File: config.mk
export PLATFORM = sky130hd
export DESIGN_NAME = writeback_arb
export DESIGN_NICKNAME = d
export VERILOG_FILES = /design/src/rtl/writeback_arb.sv
export SDC_FILE = /design/constraint.sdc
export NUM_CORES = 1
export LEC_CHECK = 0
export BUFFER_PORTS_ARGS = -buffer_cell sky130_fd_sc_hd__buf_4
export CAP_MARGIN = 20
export CORE_ASPECT_RATIO = 0.75
export CORE_MARGIN = 1.5
export CORE_UTILIZATION = 44
export DETAILED_ROUTE_END_ITERATION = 12
export HOLD_SLACK_MARGIN = 0.03
export PLACE_DENSITY = 0.67
export REMOVE_ABC_BUFFERS = 1
export SLEW_MARGIN = 20
export SYNTH_ARGS = -nofsm -noshare
export SYNTH_HDL_FRONTEND = slang
export SYNTH_SLANG_ARGS = --single-unit
File: constraint.sdc
create_clock -name clk -period 6.5 [get_ports clk]
set_input_delay 0 -clock clk [delete_from_list [all_inputs] [get_ports clk]]
set_output_delay 0 -clock clk [all_outputs]
set_load 0.005 [all_outputs]
File: src/rtl/writeback_arb.sv
// writeback_arb: two-source register-file writeback arbiter.
// Per-source FIFOs with a round-robin grant, one registered write per cycle.
//
// Ports:
//   clk                       sole clock, rising edge
//   reset                     synchronous, active-low
//   alu_valid/alu_rd/alu_val  ALU result offer
//   alu_ready                 ALU queue not full (and out of reset)
//   mem_valid/mem_rd/mem_val  load result offer
//   mem_ready                 MEM queue not full (and out of reset)
//   write_sig/reg/val         registered register-file write port
//   idle                      both queues empty and no write in flight
//   wb_count                  committed-write counter (WB_COUNT_EN only)
//
// Build option: define WB_COUNT_EN to add the 32-bit wb_count output.

module writeback_arb #(
    parameter int DEPTH = 2
) (
    input  logic        clk,
    input  logic        reset,
    input  logic        alu_valid,
    input  logic [4:0]  alu_rd,
    input  logic [63:0] alu_val,
    output logic        alu_ready,
    input  logic        mem_valid,
    input  logic [4:0]  mem_rd,
    input  logic [63:0] mem_val,
    output logic        mem_ready,
    output logic        write_sig,
    output logic [4:0]  write_reg,
    output logic [63:0] write_val,
    output logic        idle
`ifdef WB_COUNT_EN
    ,
    output logic [31:0] wb_count
`endif
);

    localparam int AW = $clog2(DEPTH);
    localparam int CW = AW + 1;
    localparam logic [CW-1:0] FULL_CNT = CW'(DEPTH);

    typedef struct packed {
        logic [4:0]  rd;
        logic [63:0] val;
    } wb_entry_t;

    // Source index 0 is the ALU, index 1 is the load unit.
    logic      [1:0] src_valid;
    logic      [1:0] src_ready;
    logic      [1:0] push;
    logic      [1:0] pop;
    logic      [1:0] not_empty;
    logic      [1:0] full;
    wb_entry_t       src_in [2];
    wb_entry_t       head   [2];

    // Set on the first edge with reset released; holds ready low until
    // that edge so no transfer can land while the block is still resetting.
    logic run;

    logic      grant_alu;
    logic      grant_mem;
    logic      grant_any;
    logic      last_mem;
    wb_entry_t granted;

    assign src_valid = {mem_valid, alu_valid};

    assign src_in[0] = '{rd: alu_rd, val: alu_val};
    assign src_in[1] = '{rd: mem_rd, val: mem_val};

    assign alu_ready = src_ready[0];
    assign mem_ready = src_ready[1];

    for (genvar s = 0; s < 2; s++) begin : g_queue
        wb_entry_t     slots [DEPTH];
        logic [AW-1:0] wr_ptr;
        logic [AW-1:0] rd_ptr;
        logic [CW-1:0] count;

        assign full[s]      = (count == FULL_CNT);
        assign not_empty[s] = (count != '0);

        // No bypass: a full queue refuses even when it pops this cycle.
        assign src_ready[s] = reset & run & ~full[s];

        // Writes to x0 are accepted but never queued.
        assign push[s] = src_valid[s] & src_ready[s]
                       & (src_in[s].rd != 5'd0);

        assign head[s] = slots[rd_ptr];

        always_ff @(posedge clk) begin
            if (push[s]) begin
                slots[wr_ptr] <= src_in[s];
            end
        end

        // Pointers wrap naturally since DEPTH is a power of two.
        always_ff @(posedge clk) begin
            if (!reset) begin
                wr_ptr <= '0;
                rd_ptr <= '0;
                count  <= '0;
            end else begin
                if (push[s]) begin
                    wr_ptr <= wr_ptr + 1'b1;
                end
                if (pop[s]) begin
                    rd_ptr <= rd_ptr + 1'b1;
                end
                case ({push[s], pop[s]})
                    2'b10:   count <= count + 1'b1;
                    2'b01:   count <= count - 1'b1;
                    default: count <= count;
                endcase
            end
        end
    end

    // Round-robin on contention: MEM wins unless it was granted last.
    // last_mem resets to 0, which gives MEM priority after reset.
    assign grant_mem = not_empty[1] & (~not_empty[0] | ~last_mem);
    assign grant_alu = not_empty[0] & ~grant_mem;
    assign grant_any = grant_alu | grant_mem;
    assign pop       = {grant_mem, grant_alu};
    assign granted   = grant_mem ? head[1] : head[0];

    always_ff @(posedge clk) begin
        if (!reset) begin
            run       <= 1'b0;
            last_mem  <= 1'b0;
            write_sig <= 1'b0;
            write_reg <= 5'd0;
            write_val <= 64'd0;
        end else begin
            run <= 1'b1;
            if (grant_any) begin
                last_mem  <= grant_mem;
                write_sig <= 1'b1;
                write_reg <= granted.rd;
                write_val <= granted.val;
            end else begin
                write_sig <= 1'b0;
            end
        end
    end

    assign idle = ~not_empty[0] & ~not_empty[1] & ~write_sig;

`ifdef WB_COUNT_EN
    // Counts edges that load write_sig with 1; wraps at 2^32.
    always_ff @(posedge clk) begin
        if (!reset) begin
            wb_count <= 32'd0;
        end else if (grant_any) begin
            wb_count <= wb_count + 32'd1;
        end
    end
`endif

endmodule

Word-level counts from Yosys, hierarchy flattened
Memories as Yosys holds them, arrays and structs flattened. A register that Yosys moved wholly into a read port is not among the register bits. Cells that the tools add are included.

Bits in writable memories: 276. Memories: 2. Logic and storage cells: 66. Bits of input ports: 142. Register bits: 80. Output and inout bits: 73.

Reduce and logical (&&, ||, !) cells: 6. Equality and inequality tests: 6. Muxes and demuxes: 13. Add/sub/neg operators: 8. Bitwise logic cells: 20.

Memories: g_queue[0].slots (words 2, bits a word 69, rd ports 1, clocked after memory_dff 1, write ports 1, RTL line 78) `wb_entry_t slots [DEPTH];`; g_queue[1].slots (words 2, bits a word 69, rd ports 1, clocked after memory_dff 1, write ports 1, RTL line 78).

Operators by type and width (count): two-way mux 69 bit (1); bitwise AND 1 bit (11); two-way mux 1 bit (10); nonzero test 5 bit (2); == test 2 bit (second input constant) (4); one-hot mux 2 bit (2 select lines) (2); nonzero test 2 bit (4); inverter 1 bit (7); adder 1 bit (second input constant) (4); adder 2 x 1 -> 2 bit (second input constant) (2); == test 2 x 1 -> 1 bit (second input constant) (2); subtractor 2 x 1 -> 2 bit (second input constant) (2); OR 1 bit (2).

Logic depth before layout (Yosys ltp)
Gate-level depths: netlist (run 1).

Depth after elaboration: 8. Depth in mapped cells: 8. Depth with buffers taken out: 7.

Worst setup path after synthesis (run 1)
Ideal clock, no wire load.

Path type: register to register. From: register g_queue[1].count[0]. To: memory g_queue[1].slots[1][0] (netlist name) (enable). Stages on the path, launching flop included: 5. Setup slack: 2.227 ns. Buffers on the path: 0. Library setup time: 0.496 ns. Arrival: 3.777 ns. Clock period less this slack: 4.273 ns. Required time: 6.004 ns. Path through: dfxtp_1 -> nand2b_1 -> nand3_1 -> or2_2 -> nor2_1.

Cells in the longest elaborated chain, start to end: 7.

Ends and longest elaborated chain: start: declaration (RTL line 81) `logic [CW-1:0] count;`; start signal: assignment (RTL line 115) `2'b10: count <= count + 1'b1;`; start signal: assignment (RTL line 116) `2'b01: count <= count - 1'b1;`; start signal: assignment (RTL line 117) `default: count <= count;`; == test 2 bit (RTL line 83) `assign full[s] = (count == FULL_CNT);`; inverter 1 bit (RTL line 87) `assign src_ready[s] = reset & run & ~full[s];`; bitwise AND 1 bit (RTL line 87); bitwise AND 1 bit (RTL line 90) `assign push[s] = src_valid[s] & src_ready[s]`; bitwise AND 1 bit (RTL line 91) `& (src_in[s].rd != 5'd0);`; two-way mux 1 bit (RTL line 96) `if (push[s]) begin`; two-way mux 1 bit (not written as such) (RTL line 97) `slots[wr_ptr] <= src_in[s];`; end: declaration (RTL line 78).

Every way passes these cells.

Worst setup path after layout (run 1)
From: register g_queue[1].count[0]. To: register g_queue[1].count[1].

Cells in the longest elaborated chain, start to end: 7. Elaborated cells between the ends (all ways): 13. Those cells by class: 2 x add/sub; 3 x eq/ne; 1 x mux; 5 x bitwise; 2 x reduce/logical.

Ends and longest elaborated chain: == test 2 bit (RTL line 83); inverter 1 bit (RTL line 87); bitwise AND 1 bit (RTL line 87); bitwise AND 1 bit (RTL line 90); bitwise AND 1 bit (RTL line 91); == test 2 x 1 -> 1 bit or == test 2 bit (tied branches) (RTL line 114) `case ({push[s], pop[s]})`; one-hot mux 2 bit (2 select lines) or nonzero test 2 bit (tied branches).

Several ways; a longest one is shown, not always the timed one. A chain may end at the register's enable or synchronous reset.

==> results of run 1 <==
## logic make-up after synthesis
kind of cell | count (synthesis) | share of synthesized area [%]
AOI/OAI and AO/OA | 81 | 6.29
xor gates and xnor gates | 6 | 0.397
adders and majority gates | 2 | 0.189
buffers and inverters | 51 | 2.34
DFF | 358 | 75.0
muxes | 138 | 10.4
and+or+nand+nor | 170 | 5.31
## report_power, final
group          total (mW)  switching, mW  leakage, nW  internal, mW
Sequential           2.90          0.202         3.18          2.70
Clock                2.09          0.828        0.588          1.26
Combinational        1.97           1.08         2.68         0.885
Total                6.96           2.11         6.45          4.85
## per-stage QoR
stage	hold WS [ns]	power (mW)	cell area, um^2
final	0.172	6.96	17800
after global routing	0.149	7.29	17800
after CTS	0.140	7.04	17800
after detailed placement	0.140	4.87	15100
after global placement	0.140	4.82	15100
after floorplan	0.0277	4.18	13000
## layout make-up
class                      count  area [um^2]  area share (%)
sequential                   358         9940            55.9
timing repair buffer         363         3080            17.3
multi-input combinational    397         3020            17.0
clock buffer                  54         1070            6.02
tap                          392          490            2.76
clock inverter                10          130           0.732
inverter                       7         33.8           0.190
antenna                        5         12.5          0.0704
## how the worst min path moves through the flow
stage | slack [ns] | end | start
floorplan | 0.03 | run$_DFF_P_ | reset
detailed placement | 0.14 | run$_DFF_P_ | reset
finish | 0.17 | run$_DFF_P_ | reset
global route | 0.15 | run$_DFF_P_ | reset
CTS | 0.14 | run$_DFF_P_ | reset
global placement | 0.14 | run$_DFF_P_ | reset
## worst max-delay path: cells and delay by family (launching register included)
| family | cells | cell delay, ns |
|---|---|---|
| DFF | 1 | 0.35 |
| adders and majority gates | 1 | 0.59 |
| buffers and inverters | 1 | 0.81 |
| and+or+nand+nor | 2 | 0.59 |
| AOI/OAI and AO/OA | 2 | 0.88 |
## cell usage in the layout (no fill, tap or decap), types with 5 or more instances in the layout
master,count
nor2_1,14
mux2i_1,138
clkinv_2,6
buf_4,222
clkbuf_1,9
a21oi_1,5
dlygate4sd3_1,141
dfxtp_1,80
clkbuf_16,37
and3_1,6
diode_2,5
nand2_1,128
o21ai_0,5
a32o_1,63
and2_1,5
clkbuf_8,8
edfxtp_1,276
## what timing repair did
action / in CTS / in global routing
setup endpoints to repair: 0 / 0
endpoints found under the hold margin: 288 / 0
hold buffers: 141 / 0
## metal layers
metal,wire [um],vias to the layer above
li1,-,3798
met1,13800,4066
met2,14300,256
met3,2030,44
met4,438,0
met5,0,-
==> run metrics, run 1 <==
met2 Use GR=31.6%; Synth cell types=32; #FFs+latches synth=approximately 360; P per Cell Area=391 nW/um^2; Die Y=153 um; Hold Vio Cnt, Final=0; CP cell instances=nor2_2, a21o_4, clkinv_4, ha_1, or3_1, a21oi_1; Clock Skew=0.0118 ns; clock sink total=between 300 and 400; First-pass DRT Iterations=5; Crit path largest cell delay=0.81 ns; utilization after layout=roughly 60%; port bufs=between 200 and 250; pin count of the biggest net entering global routing=72; RR Endpoint=g_queue[1].count[1]$_SDFFE_PN0P_; hold crit path type=in -> reg; H-tree Lvls=2; DRC Markers=0; Core ar.=29300 um^2; Worst-Margin Slew=1.12 ns; Initial Utilization=45.1%; Fmax=about 300 MHz; antenna-violating nets left=0; synth top area cells=edfxtp_1 (63%), dfxtp_1 (12%), mux2i_1 (10%), a32o_1 (4.8%), nand2_1 (3.6%); Setup crit end=g_queue[1].count[1]$_SDFFE_PN0P_; Finished Layout Cells=1586; dpl hpwl=17.3 mm; P_leak=6.45 nW; TritonCTS Buffers=36; post-CTS setup buffer count=0; R2R depth=6; area delta synth->final=34.3%; hold path cells=2; Fillers=between 2000 and 2500; post-route worst setup slack=3.16 ns; final slew viol count=0; drt total wl=30.6 mm; worst setup path startpoint=g_queue[1].count[0]$_SDFFE_PN0P_; share of Yosys cell area claimed by the top area cell type=between 60% and 70%; Period minus WS final=3.34 ns; Worst Path Arrival=3.77 ns; Sum Neg Setup Slack=0 ns; Netlist Area Pre-Place=13200 um^2; post-CTS sizing=0; required time of the worst setup path=between 6 and 7 ns; Die X=203 um; clock slew at reported path FFs=0.06 ns; EDFF count, synth=~280; cell count after synthesis=806; vias per cell=5.15; yosys warns=0; Layout Nets=between 1000 and 1500; share of cells above drive strength 1=24.9%; IR drop worst, VDD=338 uV; crit-path max FO=71; max reg flops=between 200 and 300; initial antenna violation count=5; grt met3 use=under 10%; die area=just over 30000 um^2; maximum root-to-sink buffer count=3; Placement Setup Slack=3.11 ns; worst r2r src=g_queue[1].count[0]$_SDFFE_PN0P_; first-pass GRT wire length=46.7 mm; WL/cell=19.3 um; global route total overflow=0; Worst slew margin=25.2%; commonest cells in the synthesized netlist=edfxtp_1 (276), mux2i_1 (138), nand2_1 (128); r2r setup slk=3.16 ns; GP Congestion=0.711; Root Driver=clkbuf_16; post-synthesis sequential area ratio=between 70% and 80%; vias in the first global route=between 8000 and 9000; async set or reset register ratio after synthesis=0%; io pins=around 220; crit start category=flop; most common cell in the netlist=edfxtp_1; status=finished clean; CTS tree=done; Yosys top cell by area=edfxtp_1; via count=8164; crit end category=flop; synthesized area per cell=16.4 um^2; CP max-delay cell=clkinv_4; cell row count=54; unrepaired setup endpoints after global routing=no; DP Cell Count=1376; clock latency at the later pin of the worst-skew pair=0.52 ns; layer carrying the most global-route usage=met2; M1 GR Usage=27.0%; gr usage total=19.5%; period utilization=slightly above 50%; ys flop type=edfxtp_1; Starting DRT DRC Count=487; Worst Setup Path Type=reg -> reg; final setup violating endpoints=0; max-cap viol count=0
Power figures use the tool's default switching activity.
==> run 2: changes to the inputs <==
--- a/config.mk
+++ b/config.mk
@@ -5,6 +5,7 @@
 export SDC_FILE = /design/constraint.sdc
 export NUM_CORES = 1
 export LEC_CHECK = 0
+export ABC_AREA = 1
 export BUFFER_PORTS_ARGS = -buffer_cell sky130_fd_sc_hd__buf_4
 export CAP_MARGIN = 20
 export CORE_ASPECT_RATIO = 0.75
@@ -12,7 +13,7 @@
 export CORE_UTILIZATION = 44
 export DETAILED_ROUTE_END_ITERATION = 12
 export HOLD_SLACK_MARGIN = 0.03
-export PLACE_DENSITY = 0.67
+export PLACE_DENSITY = 0.69
 export REMOVE_ABC_BUFFERS = 1
 export SLEW_MARGIN = 20
 export SYNTH_ARGS = -nofsm -noshare
==> constraint.sdc (replaced) <==
create_clock -name clk -period 2.68 [get_ports clk]
set_input_delay 0 -clock clk [delete_from_list [all_inputs] [get_ports clk]]
set_output_delay 0 -clock clk [all_outputs]
set_load 0.005 [all_outputs]
==> run metrics, run 2 <==
worst r2r src=g_queue[1].count[1]$_SDFFE_PN0P_; io pins=215 (unchanged); initial antenna violation count=0 (-5); Clock Skew=0.0126 ns (+0.000870 ns); hold path cells=2 (unchanged); CP most frequent cell=nand2_1; P per Cell Area=939 nW/um^2 (+140%); Finished Layout Cells=1982 (+25%); R2R depth=11 (+5); async set or reset register ratio after synthesis=0% (unchanged); unrepaired setup endpoints after global routing=no; port bufs=214 (unchanged); global route total overflow=0 (unchanged); via count=9923 (+22%); Root Driver=clkbuf_16; RR Endpoint=g_queue[0].count[1]$_SDFFE_PN0P_; Antenna diodes=0 (-5); Period minus WS final=2.02 ns (-1.32 ns); Yosys top cell by area=edfxtp_1; H-tree Lvls=2 (unchanged); Top Metal Used=met4; drt total wl=34.6 mm (+13%); First-pass DRT Iterations=5 (unchanged); DRT met1 WL=14.5 mm (+5.3%); area delta synth->final=32.5%; r2r setup slk=0.66 ns (-2.50 ns); HP Start=alu_val[10]; GP Congestion=0.771 (+8.4%); Die Y=156 um (+2.1%); metal2 WL=16.9 mm (+18%); Starting DRT DRC Count=730 (+50%); yosys warns=0 (unchanged); final slew viol count=0 (unchanged); Hold Vio Cnt, Final=0 (unchanged); Final Power=17.2 mW (+150%); P_leak=7.52 nW (+17%); clock slew at reported path FFs=0.06 ns (about the same); antenna-violating nets left=0 (unchanged); Worst-Margin Slew=0.926 ns (-0.193 ns); first-pass GRT wire length=54.0 mm (+16%); commonest cells in the synthesized netlist=nand2_1 (419), edfxtp_1 (276), inv_1 (93); EDFF count, synth=276 (unchanged); share of cells above drive strength 1=19.8% (-5.1 points); hold crit path type=in -> reg; dpl hpwl=18.9 mm (+9.5%); status=finished clean; synthesized area per cell=11.4 um^2 (-30%); CTS tree=done; most frequent cells in the layout=nand2_1 (419), edfxtp_1 (276), buf_4 (227), dlygate4sd3_1 (141), inv_1 (91); DRC Markers=0 (unchanged); maximum root-to-sink buffer count=3 (unchanged); vias in the first global route=9903 (+18%); final setup violating endpoints=0 (unchanged); crit start category=flop; synth top area cells=edfxtp_1 (60%), dfxtp_1 (12%), nand2_1 (11%), nand4_1 (2.9%), nand3_1 (2.8%); Bufs and invs on worst path=2 (+1); Multi-input gate area=3100 um^2 (+2.4%); pin count of the biggest net entering global routing=70 (-2.8%); Core ar.=30600 um^2 (+4.2%); WL/cell=17.5 um (-9.5%); most common cell after layout, fill and taps aside=nand2_1; IR drop worst, VDD=660 uV (+95%); max-cap viol count=0 (unchanged); clock sink total=358 (unchanged); clock latency at the later pin of the worst-skew pair=0.52 ns (about the same); #FFs+latches synth=358 (unchanged); post-CTS setup buffer count=0 (unchanged); TritonCTS Buffers=36 (unchanged); Worst slew margin=38.3% (+13 points); storage element area=9940 um^2 (unchanged); period utilization=75.2% (+24 points); Initial Utilization=45.2% (+0.090 points); Netlist Area Pre-Place=13800 um^2 (+4.4%); gr usage total=21.5% (+2.0 points); Crit path largest cell delay=0.35 ns (-0.46 ns); Worst Path Arrival=2.43 ns (-1.34 ns); vias per cell=5.01 (-2.7%); Layout Nets=1701 (+30%); Fmax=496 MHz (+66%); required time of the worst setup path=3.09 ns (-3.85 ns); most common cell in the netlist=nand2_1; Worst Setup Path Type=reg -> reg; cell row count=55 (+1.9%); cell count after synthesis=1210 (+50%); metal3 WL=2.56 mm (+26%); ys flop type=edfxtp_1; DP Cell Count=1777 (+29%); Fillers=2388 (+8.8%); gate family responsible for the most delay along the worst path=simple AND/OR/NAND/NOR gates; CP max-delay cell=dfxtp_1; Die X=208 um (+2.1%); Hold Path End=g_queue[0].slots[0][10]$_DFFE_PP_; post-synthesis sequential area ratio=71.9% (-3.2 points); max reg flops=276 (unchanged); CP cell instances=nor2_4, inv_2, nand2_4, nand2_1, inv_1, ha_1, o21bai_1, a21oi_1, nand2_1, nand2_1, nor2_1; die area=32500 um^2 (+4.3%); crit-path max FO=25 (-65%); crit end category=flop; Synth cell types=25 (-22%); share of Yosys cell area claimed by the top area cell type=60.0% (-2.6 points)
run 2: worst max path at each step:
stage	start	endpoint	slack, ns	cells past startpoint
floorplan	g_queue[1].count[0]$_SDFFE_PN0P_	g_queue[1].slots[0][0]$_DFFE_PP_	-1.51	6
detailed placement	g_queue[1].count[1]$_SDFFE_PN0P_	g_queue[0].count[1]$_SDFFE_PN0P_	0.66	11
global route	g_queue[0].count[0]$_SDFFE_PN0P_	g_queue[0].count[1]$_SDFFE_PN0P_	0.44	12
CTS	g_queue[1].count[1]$_SDFFE_PN0P_	g_queue[0].count[1]$_SDFFE_PN0P_	0.65	11
finish	g_queue[1].count[1]$_SDFFE_PN0P_	g_queue[0].count[1]$_SDFFE_PN0P_	0.66	11
global placement	g_queue[1].count[1]$_SDFFE_PN0P_	g_queue[0].count[1]$_SDFFE_PN0P_	0.74	11
run 2: metrics by stage:
step | worst slack (ns) | setup TNS, ns | hold WS, ns | utilization [%] | area, um^2
6_report | 0.664 | 0 | 0.209 | 59.9 | 18300
5_1_grt | 0.437 | 0 | 0.182 | 59.9 | 18300
4_1_cts | 0.647 | 0 | 0.180 | 59.9 | 18300
3_5_place_dp | 0.658 | 0 | 0.188 | 51.5 | 15700
3_3_place_gp | 0.739 | 0 | 0.185 | 51.5 | 15700
2_1_floorplan | -1.51 | -215.40 | 0.0277 | - | 13400
run 2: timing repair:
| action | CTS | global route |
|---|---|---|
| gates resized for setup | 0 | 0 |
| endpoints found under the hold margin | 294 | 0 |
| hold buffers | 141 | 0 |
run 2: kinds of logic after synthesis:
family / Yosys count / share of synthesized area, %
AND/OR/NAND/NOR: 600 / 18.7
flip-flops: 358 / 71.9
buffers and inverters: 162 / 5.88
AO/OA/AOI/OAI: 87 / 3.27
adder cells (fa/ha/maj): 2 / 0.181
XOR/XNOR: 1 / 0.0634
run 2: area by class of cell:
cell class                 instances  area share, %
inverter                          97           2.00
clock inverter                    13          0.978
tap                              399           2.73
multi-input combinational        690           16.9
clock buffer                      51           5.40
sequential                       358           54.3
timing repair buffer             374           17.7
run 2: power by group:
part	switching (mW)	total [mW]	leakage [nW]	internal, mW
sequential	0.462	7.04	3.18	6.58
combinational	3.22	5.11	3.78	1.90
clock	2.05	5.03	0.558	2.97
run 2: layer usage:
layer	track usage, %	vias to the layer above
met5	0	-
met4	5.74	0
met3	4.33	61
li1	-	4783
met2	37.2	372
met1	27.7	4707
==> run 3: changes to the inputs <==
--- a/config.mk
+++ b/config.mk
@@ -5,7 +5,7 @@
 export SDC_FILE = /design/constraint.sdc
 export NUM_CORES = 1
 export LEC_CHECK = 0
-export ABC_AREA = 1
+export ABC_AREA = 0
 export BUFFER_PORTS_ARGS = -buffer_cell sky130_fd_sc_hd__buf_4
 export CAP_MARGIN = 20
 export CORE_ASPECT_RATIO = 0.75
@@ -13,7 +13,7 @@
 export CORE_UTILIZATION = 44
 export DETAILED_ROUTE_END_ITERATION = 12
 export HOLD_SLACK_MARGIN = 0.03
-export PLACE_DENSITY = 0.69
+export PLACE_DENSITY = 0.67
 export REMOVE_ABC_BUFFERS = 1
 export SLEW_MARGIN = 20
 export SYNTH_ARGS = -nofsm -noshare
==> constraint.sdc (replaced) <==
create_clock -name clk -period 2 [get_ports clk]
set_input_delay 0 -clock clk [delete_from_list [all_inputs] [get_ports clk]]
set_output_delay 0 -clock clk [all_outputs]
set_load 0.005 [all_outputs]
==> run metrics, run 3 (synthesis gave the netlist of run 1 again) <==
r2r setup slk=0.12 ns (-0.54 ns); post-route cell area=18000 um^2 (-1.8%); HP Start=reset; storage element area=9940 um^2 (about the same); DRC Markers=0 (unchanged); dpl cell area=15500 um^2 (-1.6%); layer carrying the most global-route usage=met2; Period minus WS final=1.90 ns; CTS tree=done; First-pass DRT Iterations=6 (+1); max reg flops=276 (unchanged); Die X=203 um (-2.1%); crit-path max FO=3 (-88%); first-pass GRT wire length=47.1 mm (-13%); period utilization=94.9%; Hold Vio Cnt, Final=0 (unchanged); utilization after layout=61.3% (+1.4 points); gr usage total=19.8% (-1.7 points); most common cell after layout, fill and taps aside=edfxtp_1; IR drop worst, VDD=704 uV (+6.6%); R2R depth=6 (-5); cell row count=54 (-1.8%); vias in the first global route=8481 (-14%); Sum Neg Setup Slack=0 ns (unchanged); Final Power=22.6 mW (+31%); dpl hpwl=18.0 mm (-4.7%); Worst-Margin Slew=0.470 ns (-0.456 ns); clock sink total=358 (unchanged); area delta synth->final=35.8%; post-route worst setup slack=0.101 ns (-0.563 ns); WL/cell=19.3 um (+10%); Starting DRT DRC Count=416 (-43%); GP Congestion=0.731 (-5.2%); Placement Setup Slack=0.108 ns (-0.551 ns); P_leak=6.53 nW (-13%); most frequent cells in the layout=edfxtp_1 (276), buf_4 (228), dlygate4sd3_1 (141), mux2i_1 (138), nand2_1 (128); Hold Path End=run$_DFF_P_; via count=8150 (-18%); clock latency at the later pin of the worst-skew pair=0.51 ns (about the same); maximum root-to-sink buffer count=3 (unchanged); die area=31100 um^2 (-4.2%); Bufs and invs on worst path=2 (unchanged); RR Endpoint=g_queue[0].count[1]$_SDFFE_PN0P_; Root Driver=clkbuf_16; grt met3 use=4.14% (-0.20 points); unrepaired setup endpoints after global routing=no; CP max-delay cell=dlygate4sd3_1; antenna-violating nets left=0 (unchanged); drt total wl=30.8 mm (-11%); Layout Nets=1327 (-22%); TritonCTS Buffers=36 (unchanged); H-tree Lvls=2 (unchanged); initial antenna violation count=0 (unchanged); status=finished clean; clock slew at reported path FFs=0.06 ns (about the same); Finished Layout Cells=1601 (-19%); Worst Setup Path Type=in -> reg; DP Cell Count=1396 (-21%); required time of the worst setup path=2.44 ns (-0.65 ns); Die Y=153 um (-2.1%); worst r2r src=g_queue[0].count[0]$_SDFFE_PN0P_; final setup violating endpoints=0 (unchanged); Clock Skew=0.0104 ns (-0.00228 ns); io pins=215 (unchanged); share of cells above drive strength 1=25.7% (+6.0 points); crit end category=flop; max-cap viol count=0 (unchanged); Core ar.=29300 um^2 (-4.0%); M1 GR Usage=27.5% (-0.24 points); gate family responsible for the most delay along the worst path=simple AND/OR/NAND/NOR gates; final hold slack=0.206 ns (-0.00289 ns); Fmax=527 MHz; post-CTS setup buffer count=0 (unchanged); global route total overflow=0 (unchanged); CP cell instances=dlygate4sd3_1, buf_4, or4_1, nor2_2, or2_2, ha_1, or3_1, a21oi_1; pin count of the biggest net entering global routing=54 (-23%); P per Cell Area=1260 nW/um^2 (+34%); crit start category=input pin; vias per cell=5.09 (+1.7%); Worst slew margin=68.7% (+30 points); hold path cells=2 (unchanged); met2 Use GR=31.9% (-5.3 points); hold crit path type=in -> reg; port bufs=214 (unchanged); Initial Utilization=45.1% (-0.090 points); Antenna diodes=0 (unchanged); final slew viol count=0 (unchanged); Fillers=2155 (-9.8%); Multi-input gate area=3030 um^2 (-2.1%); Crit path largest cell delay=0.55 ns (+0.20 ns); Worst Path Arrival=2.33 ns (-0.10 ns)
run 3: power by group:
part / internal (mW) / leakage [nW] / switching (mW)
combinational: 3.25 / 2.83 / 3.88
clock: 3.55 / 0.523 / 2.66
sequential: 8.78 / 3.18 / 0.436
run 3: cell type report:
cell class,count,area share (%)
flip-flops and latches,358,55.3
repair buffers,383,18.9
multi-input cells,397,16.9
clock buffers,48,5.44
well taps,392,2.73
clock inverters,16,0.536
inverters,7,0.188
run 3: worst max-delay path by stage:
| stage | from | end | slack [ns] | cells after the start |
|---|---|---|---|---|
| CTS | g_queue[0].count[0]$_SDFFE_PN0P_ | g_queue[0].count[1]$_SDFFE_PN0P_ | 0.06 | 6 |
| finish | alu_rd[0] | g_queue[0].count[1]$_SDFFE_PN0P_ | 0.10 | 8 |
| global route | g_queue[0].count[0]$_SDFFE_PN0P_ | g_queue[0].count[1]$_SDFFE_PN0P_ | 0.007 | 6 |
| floorplan | g_queue[1].count[0]$_SDFFE_PN0P_ | g_queue[1].slots[1][0]$_DFFE_PP_ | -2.27 | 4 |
| global placement | g_queue[1].count[0]$_SDFFE_PN0P_ | g_queue[1].count[1]$_SDFFE_PN0P_ | 0.16 | 6 |
| detailed placement | g_queue[0].count[0]$_SDFFE_PN0P_ | g_queue[0].count[1]$_SDFFE_PN0P_ | 0.11 | 6 |
run 3: worst reg2reg max path: cells and delay by family (launching register included):
kind / cells / cell delay, ns
AOI/OAI and AO/OA: 1 / 0.16
adders and majority gates: 1 / 0.34
DFF: 1 / 0.38
and+or+nand+nor: 4 / 0.93
run 3: routing by layer:
layer	part of all wire (%)	wire, um	vias up
met2	47	14400	245
met5	0	0	-
li1	-	-	3831
met1	45	14000	4026
met3	6.3	1950	48
met4	1.7	527	0
run 3: repair_timing:
action	4_1_cts	5_1_grt
setup endpoints to repair	0	2
hold endpoints to repair	283	0
hold buffers	141	0
resized for setup	0	4
